<file path="config.mk">
export PLATFORM = sky130hd
export DESIGN_NAME = output_conditioner
export DESIGN_NICKNAME = d
export VERILOG_FILES = /design/src/rtl/output_conditioner.sv
export SDC_FILE = /design/constraint.sdc
export NUM_CORES = 1
export LEC_CHECK = 0
export CAP_MARGIN = 30
export CORE_MARGIN = 3
export CORE_UTILIZATION = 30
export DETAILED_ROUTE_END_ITERATION = 8
export HOLD_SLACK_MARGIN = 0.06
export PLACE_DENSITY = 0.54
export SLEW_MARGIN = 20
export SYNTH_ARGS = -nofsm -noshare
export SYNTH_HDL_FRONTEND = slang
export SYNTH_SLANG_ARGS = --single-unit
</file>
<file path="constraint.sdc">
create_clock -name clk -period 7.49 [get_ports clk]
set_input_delay 1.498 -clock clk [delete_from_list [all_inputs] [get_ports clk]]
set_output_delay 1.498 -clock clk [all_outputs]
set_load 0.005 [all_outputs]
</file>
<file path="src/rtl/output_conditioner.sv">
// Output conditioner: gain, DC offset and saturation for the 14-bit DAC path,
// with a request/acknowledge update port whose gain/offset changes ramp in linearly.
module output_conditioner #(
    parameter int GAIN_STEP   = 16,
    parameter int OFFSET_STEP = 4,
    parameter bit RAMP_EN     = 1'b1
) (
    input  logic        clk,
    input  logic        rst,
    input  logic [13:0] wave_in,
    input  logic [15:0] amplitude,
    input  logic [15:0] offset,
    input  logic        update_req,
    output logic        busy,
    output logic        update_ack,
    output logic [13:0] dac_out,
    output logic        clip
);

    typedef enum logic [0:0] {
        ST_IDLE = 1'b0,
        ST_RAMP = 1'b1
    } state_t;

    localparam logic signed [16:0] GAIN_STEP_S   = 17'(GAIN_STEP);
    localparam logic signed [16:0] OFFSET_STEP_S = 17'(OFFSET_STEP);

    state_t             state_q, state_d;
    logic               req_d_q, req_d_d;
    logic        [15:0] gain_q, gain_d;
    logic        [15:0] tgt_gain_q, tgt_gain_d;
    logic signed [15:0] off_q, off_d;
    logic signed [15:0] tgt_off_q, tgt_off_d;
    logic               busy_q, busy_d;
    logic               ack_q, ack_d;

    logic signed [14:0] s_q, s_d;
    logic signed [15:0] p_q, p_d;
    logic        [13:0] dac_q, dac_d;
    logic               clip_q, clip_d;

    logic signed [16:0] gain_diff_s;
    logic signed [16:0] off_diff_s;
    logic signed [30:0] prod_s;
    logic signed [17:0] sum_s;

    // Update handshake: capture targets on a request edge, then walk the active values toward them
    always_comb begin
        state_d     = state_q;
        req_d_d     = update_req;
        gain_d      = gain_q;
        tgt_gain_d  = tgt_gain_q;
        off_d       = off_q;
        tgt_off_d   = tgt_off_q;
        busy_d      = busy_q;
        ack_d       = 1'b0;
        gain_diff_s = $signed({1'b0, tgt_gain_q}) - $signed({1'b0, gain_q});
        off_diff_s  = $signed({tgt_off_q[15], tgt_off_q}) - $signed({off_q[15], off_q});

        case (state_q)
            ST_IDLE: begin
                if (update_req && !req_d_q) begin
                    tgt_gain_d = amplitude;
                    tgt_off_d  = offset;
                    busy_d     = 1'b1;
                    state_d    = ST_RAMP;
                end else begin
                    state_d = ST_IDLE;
                end
            end
            ST_RAMP: begin
                if ((gain_q == tgt_gain_q) && (off_q == tgt_off_q)) begin
                    busy_d  = 1'b0;
                    ack_d   = 1'b1;
                    state_d = ST_IDLE;
                end else begin
                    // Direct mode jumps in one clock; otherwise each value moves by at most its step
                    if (RAMP_EN == 1'b0) begin
                        gain_d = tgt_gain_q;
                    end else if (gain_diff_s > GAIN_STEP_S) begin
                        gain_d = gain_q + GAIN_STEP_S[15:0];
                    end else if (gain_diff_s < -GAIN_STEP_S) begin
                        gain_d = gain_q - GAIN_STEP_S[15:0];
                    end else begin
                        gain_d = tgt_gain_q;
                    end

                    if (RAMP_EN == 1'b0) begin
                        off_d = tgt_off_q;
                    end else if (off_diff_s > OFFSET_STEP_S) begin
                        off_d = off_q + OFFSET_STEP_S[15:0];
                    end else if (off_diff_s < -OFFSET_STEP_S) begin
                        off_d = off_q - OFFSET_STEP_S[15:0];
                    end else begin
                        off_d = tgt_off_q;
                    end
                end
            end
            default: begin
                busy_d  = 1'b0;
                state_d = ST_IDLE;
            end
        endcase
    end

    // Datapath: offset-binary to signed, gain multiply, then offset add with saturation
    always_comb begin
        s_d    = {~wave_in[13], ~wave_in[13], wave_in[12:0]};
        prod_s = $signed({{16{s_q[14]}}, s_q}) * $signed({15'd0, gain_q});
        p_d    = 16'(prod_s >>> 15);
        sum_s  = $signed({{2{p_q[15]}}, p_q}) + $signed({{2{off_q[15]}}, off_q}) + 18'sd8192;
        if (sum_s < 18'sd0) begin
            dac_d  = 14'd0;
            clip_d = 1'b1;
        end else if (sum_s > 18'sd16383) begin
            dac_d  = 14'd16383;
            clip_d = 1'b1;
        end else begin
            dac_d  = sum_s[13:0];
            clip_d = 1'b0;
        end
    end

    // State, control and pipeline registers; reset leaves the pipeline at midscale
    always_ff @(posedge clk or posedge rst) begin
        if (rst) begin
            state_q    <= ST_IDLE;
            req_d_q    <= 1'b0;
            gain_q     <= 16'h8000;
            tgt_gain_q <= 16'h8000;
            off_q      <= 16'sd0;
            tgt_off_q  <= 16'sd0;
            busy_q     <= 1'b0;
            ack_q      <= 1'b0;
            s_q        <= 15'sd0;
            p_q        <= 16'sd0;
            dac_q      <= 14'd8192;
            clip_q     <= 1'b0;
        end else begin
            state_q    <= state_d;
            req_d_q    <= req_d_d;
            gain_q     <= gain_d;
            tgt_gain_q <= tgt_gain_d;
            off_q      <= off_d;
            tgt_off_q  <= tgt_off_d;
            busy_q     <= busy_d;
            ack_q      <= ack_d;
            s_q        <= s_d;
            p_q        <= p_d;
            dac_q      <= dac_d;
            clip_q     <= clip_d;
        end
    end

    assign busy       = busy_q;
    assign update_ack = ack_q;
    assign dac_out    = dac_q;
    assign clip       = clip_q;

endmodule

</file>
==> impl_metrics.py <==
metrics = {
    "floorplan": {
        "row_count": 82,
        "ioPinCount": 66,
        "die_y_um": 234,
        "start_util": 0.307,
        "die_w_um": 234,
        "core_um2": 50800,
        "fp.dieArea_um2": 54700,
    },
    "clock_tree": {
        "clock_sinks": 113,
        "htreeDepth": 4,
        "ctsHoldBuffers": 0,
        "cts.repair.resized": 0,
        "path_clk_slew_ps": 60,
        "clk_latency_ps": 480,
        "postCtsSetupRepairBufs": 0,
        "clock_path_buffers": 2,
        "cts_root_buffer": "clkbuf_16",
        "cts-buffers-inserted": 17,
        "cts_tree": "built",
    },
    "run_status": {
        "outcome": "completed",
    },
    "global_route": {
        "grt_max_degree": 60,
        "grt_pass1_wl_um": 68400,
        "grt_usage": 0.159,
        "grt_pass1_vias": 12500,
        "antenna_found_initial": 0,
        "grt_overflow_total": 0,
    },
    "timing": {
        "fmax_mhz": 150,
        "maxSlewViolCount": 0,
        "final-setup-viol-count": 0,
        "finalCritPeriodShare": 0.889,
        "fin_crit_ps": 6660,
        "hold_viol": 0,
        "worst_slew_pin_slew_ps": 788,
        "fin_ws_ps": 828,
        "skew_ps": 20.1,
        "setup_tns_ps": 0,
        "maxSlewHeadroom": 0.474,
        "rsz0062_at_grt": "false",
    },
    "logic_synthesis": {
        "avgSynthCellArea_um2": 9.11,
        "synthCells": 1711,
        "seq_area_frac_synth": 0.182,
        "async_flop_share": 1.00,
        "synth_edf_count": 0,
        "yosys_warnings": 0,
        "syn_area_um2": 15600,
        "ys_ff_latch": 113,
        "synthFlopType": "dfrtp_1",
        "ys_types": 104,
        "synth_nets": 2105,
    },
    "drt": {
        "wl_um": 41500,
        "wl_per_cell_um": 17.1,
        "firstDrtPassIters": 5,
        "drt_iter0_drc": 694,
        "vias": 12100,
        "via_per_inst": 5.00,
        "drcViolationCount": 0,
        "ant_nets": 0,
    },
    "setup_path": {
        "critPathKind": "flop to flop",
        "arrival_ps": 7050,
        "path_max_fanout": 21,
        "crit_path_end_kind": "flop",
        "start_kind": "flop",
        "cp_data_required_time_ps": 7880,
    },
    "placement": {
        "post-place-ws_ps": 878,
        "gp_congestion": 0.851,
        "dpl.hpwl_um": 33300,
        "placedCellCount": 2397,
        "place.port_buffers": 65,
    },
    "job": {
        "cap_violations": 0,
    },
    "cells_and_area": {
        "nets": 2140,
        "nFillCells": 5256,
        "syn2layout_area_growth_pct": 11.8,
        "antennaDiodeCount": 0,
        "finalNonFillerCells": 2430,
        "drive_gt1_frac": 0.0757,
        "final_common_cell": "inv_1",
        "final_cell_mix": "261 x inv_1, 177 x ha_1, 168 x fa_1",
    },
    "min_path": {
        "holdCritPathClass": "flop to flop",
    },
}
through the flow:
stage | util | hold WS, ps | instance area (um^2)
6_report | 0.343 | 516 | 17400
5_1_grt | 0.343 | 543 | 17400
4_1_cts | 0.342 | 508 | 17400
3_5_place_dp | 0.332 | 484 | 16900
3_3_place_gp | 0.332 | 501 | 16900
2_1_floorplan | - | 464 | 15600
registers in the layout, indices dropped and copies added, names as in the netlist, 14 cells and up:
register    flops
p_q            16
tgt_off_q      16
dac_out        14
s_q            14
off_q          16
tgt_gain_q     16
gain_q         16
path summary, 6_finish.rpt:
| path | from | endpoint | slack [ps] | cells past startpoint |
|---|---|---|---|---|
| max | gain_q[6] | p_q[12] | 830 | 21 |
| min | tgt_gain_q[0] | gain_q[0] | 520 | 1 |
| max reg2reg | gain_q[6] | p_q[12] | 830 | 21 |
| min reg2reg | tgt_gain_q[0] | gain_q[0] | 520 | 1 |
| max in group asynchronous | rst | tgt_gain_q[13] | 4740 | 4 |
| min in group asynchronous | rst | dac_out[4] | 1380 | 2 |
cells by family after synthesis:
group	share of synthesized area
flip-flops	0.182
multiplexers	0.0222
AND/OR/NAND/NOR	0.189
AO/OA/AOI/OAI	0.136
XOR/XNOR	0.0275
adder cells (fa/ha/maj)	0.358
buffers and inverters	0.0862
layer usage:
layer,vias to the layer above,wire [um],track usage,part of all wire
met3,35,1650,0.0298,0.040
met4,0,583,0.0448,0.014
li1,5852,-,-,-
met5,-,0,0,0
met1,6013,20100,0.220,0.48
met2,248,19100,0.254,0.46
critical path, stage by stage (launching register included):
cell,delay (ps)
dfrtp_1,780
nand2_1,160
fa_1,530
inv_1,60
fa_1,460
fa_1,520
fa_1,520
fa_1,560
inv_1,60
fa_1,530
inv_1,40
ha_1,340
a21o_1,180
a21o_1,170
a21oi_1,130
o21ai_0,90
a31oi_1,350
o21ai_0,260
o21ai_0,320
o21bai_1,140
a21oi_1,210
xnor2_1,150
cell type report:
class / count / area [um^2] / share of cell area
Multi-Input combinational cell: 1265 / 11400 / 0.655
Sequential cell: 113 / 2830 / 0.162
Inverter: 264 / 993 / 0.0570
Tap cell: 672 / 841 / 0.0482
Timing Repair Buffer: 85 / 831 / 0.0477
Clock buffer: 21 / 450 / 0.0258
Clock inverter: 10 / 65.1 / 0.00373
cells in the mapped netlist, types with 15 or more instances:
cell | number | area (um^2)
and2_1 | 121 | 757
o21ai_0 | 43 | 215
nand2b_1 | 15 | 93.8
nor2_1 | 58 | 218
clkbuf_1 | 51 | 191
and3_1 | 20 | 125
dfrtp_1 | 110 | 2750
fa_1 | 168 | 3360
a21o_1 | 16 | 120
nor3_1 | 38 | 190
ha_1 | 177 | 2210
nand4_1 | 18 | 113
xor2_1 | 18 | 158
a21oi_1 | 71 | 355
mux2_2 | 26 | 293
xnor2_1 | 29 | 254
inv_1 | 262 | 983
nor2b_1 | 19 | 119
nand2_1 | 147 | 552
nand3_1 | 39 | 195
Power is not shown: default switching activity piles up to over one toggle a cycle in this logic, so the estimate is an artifact.
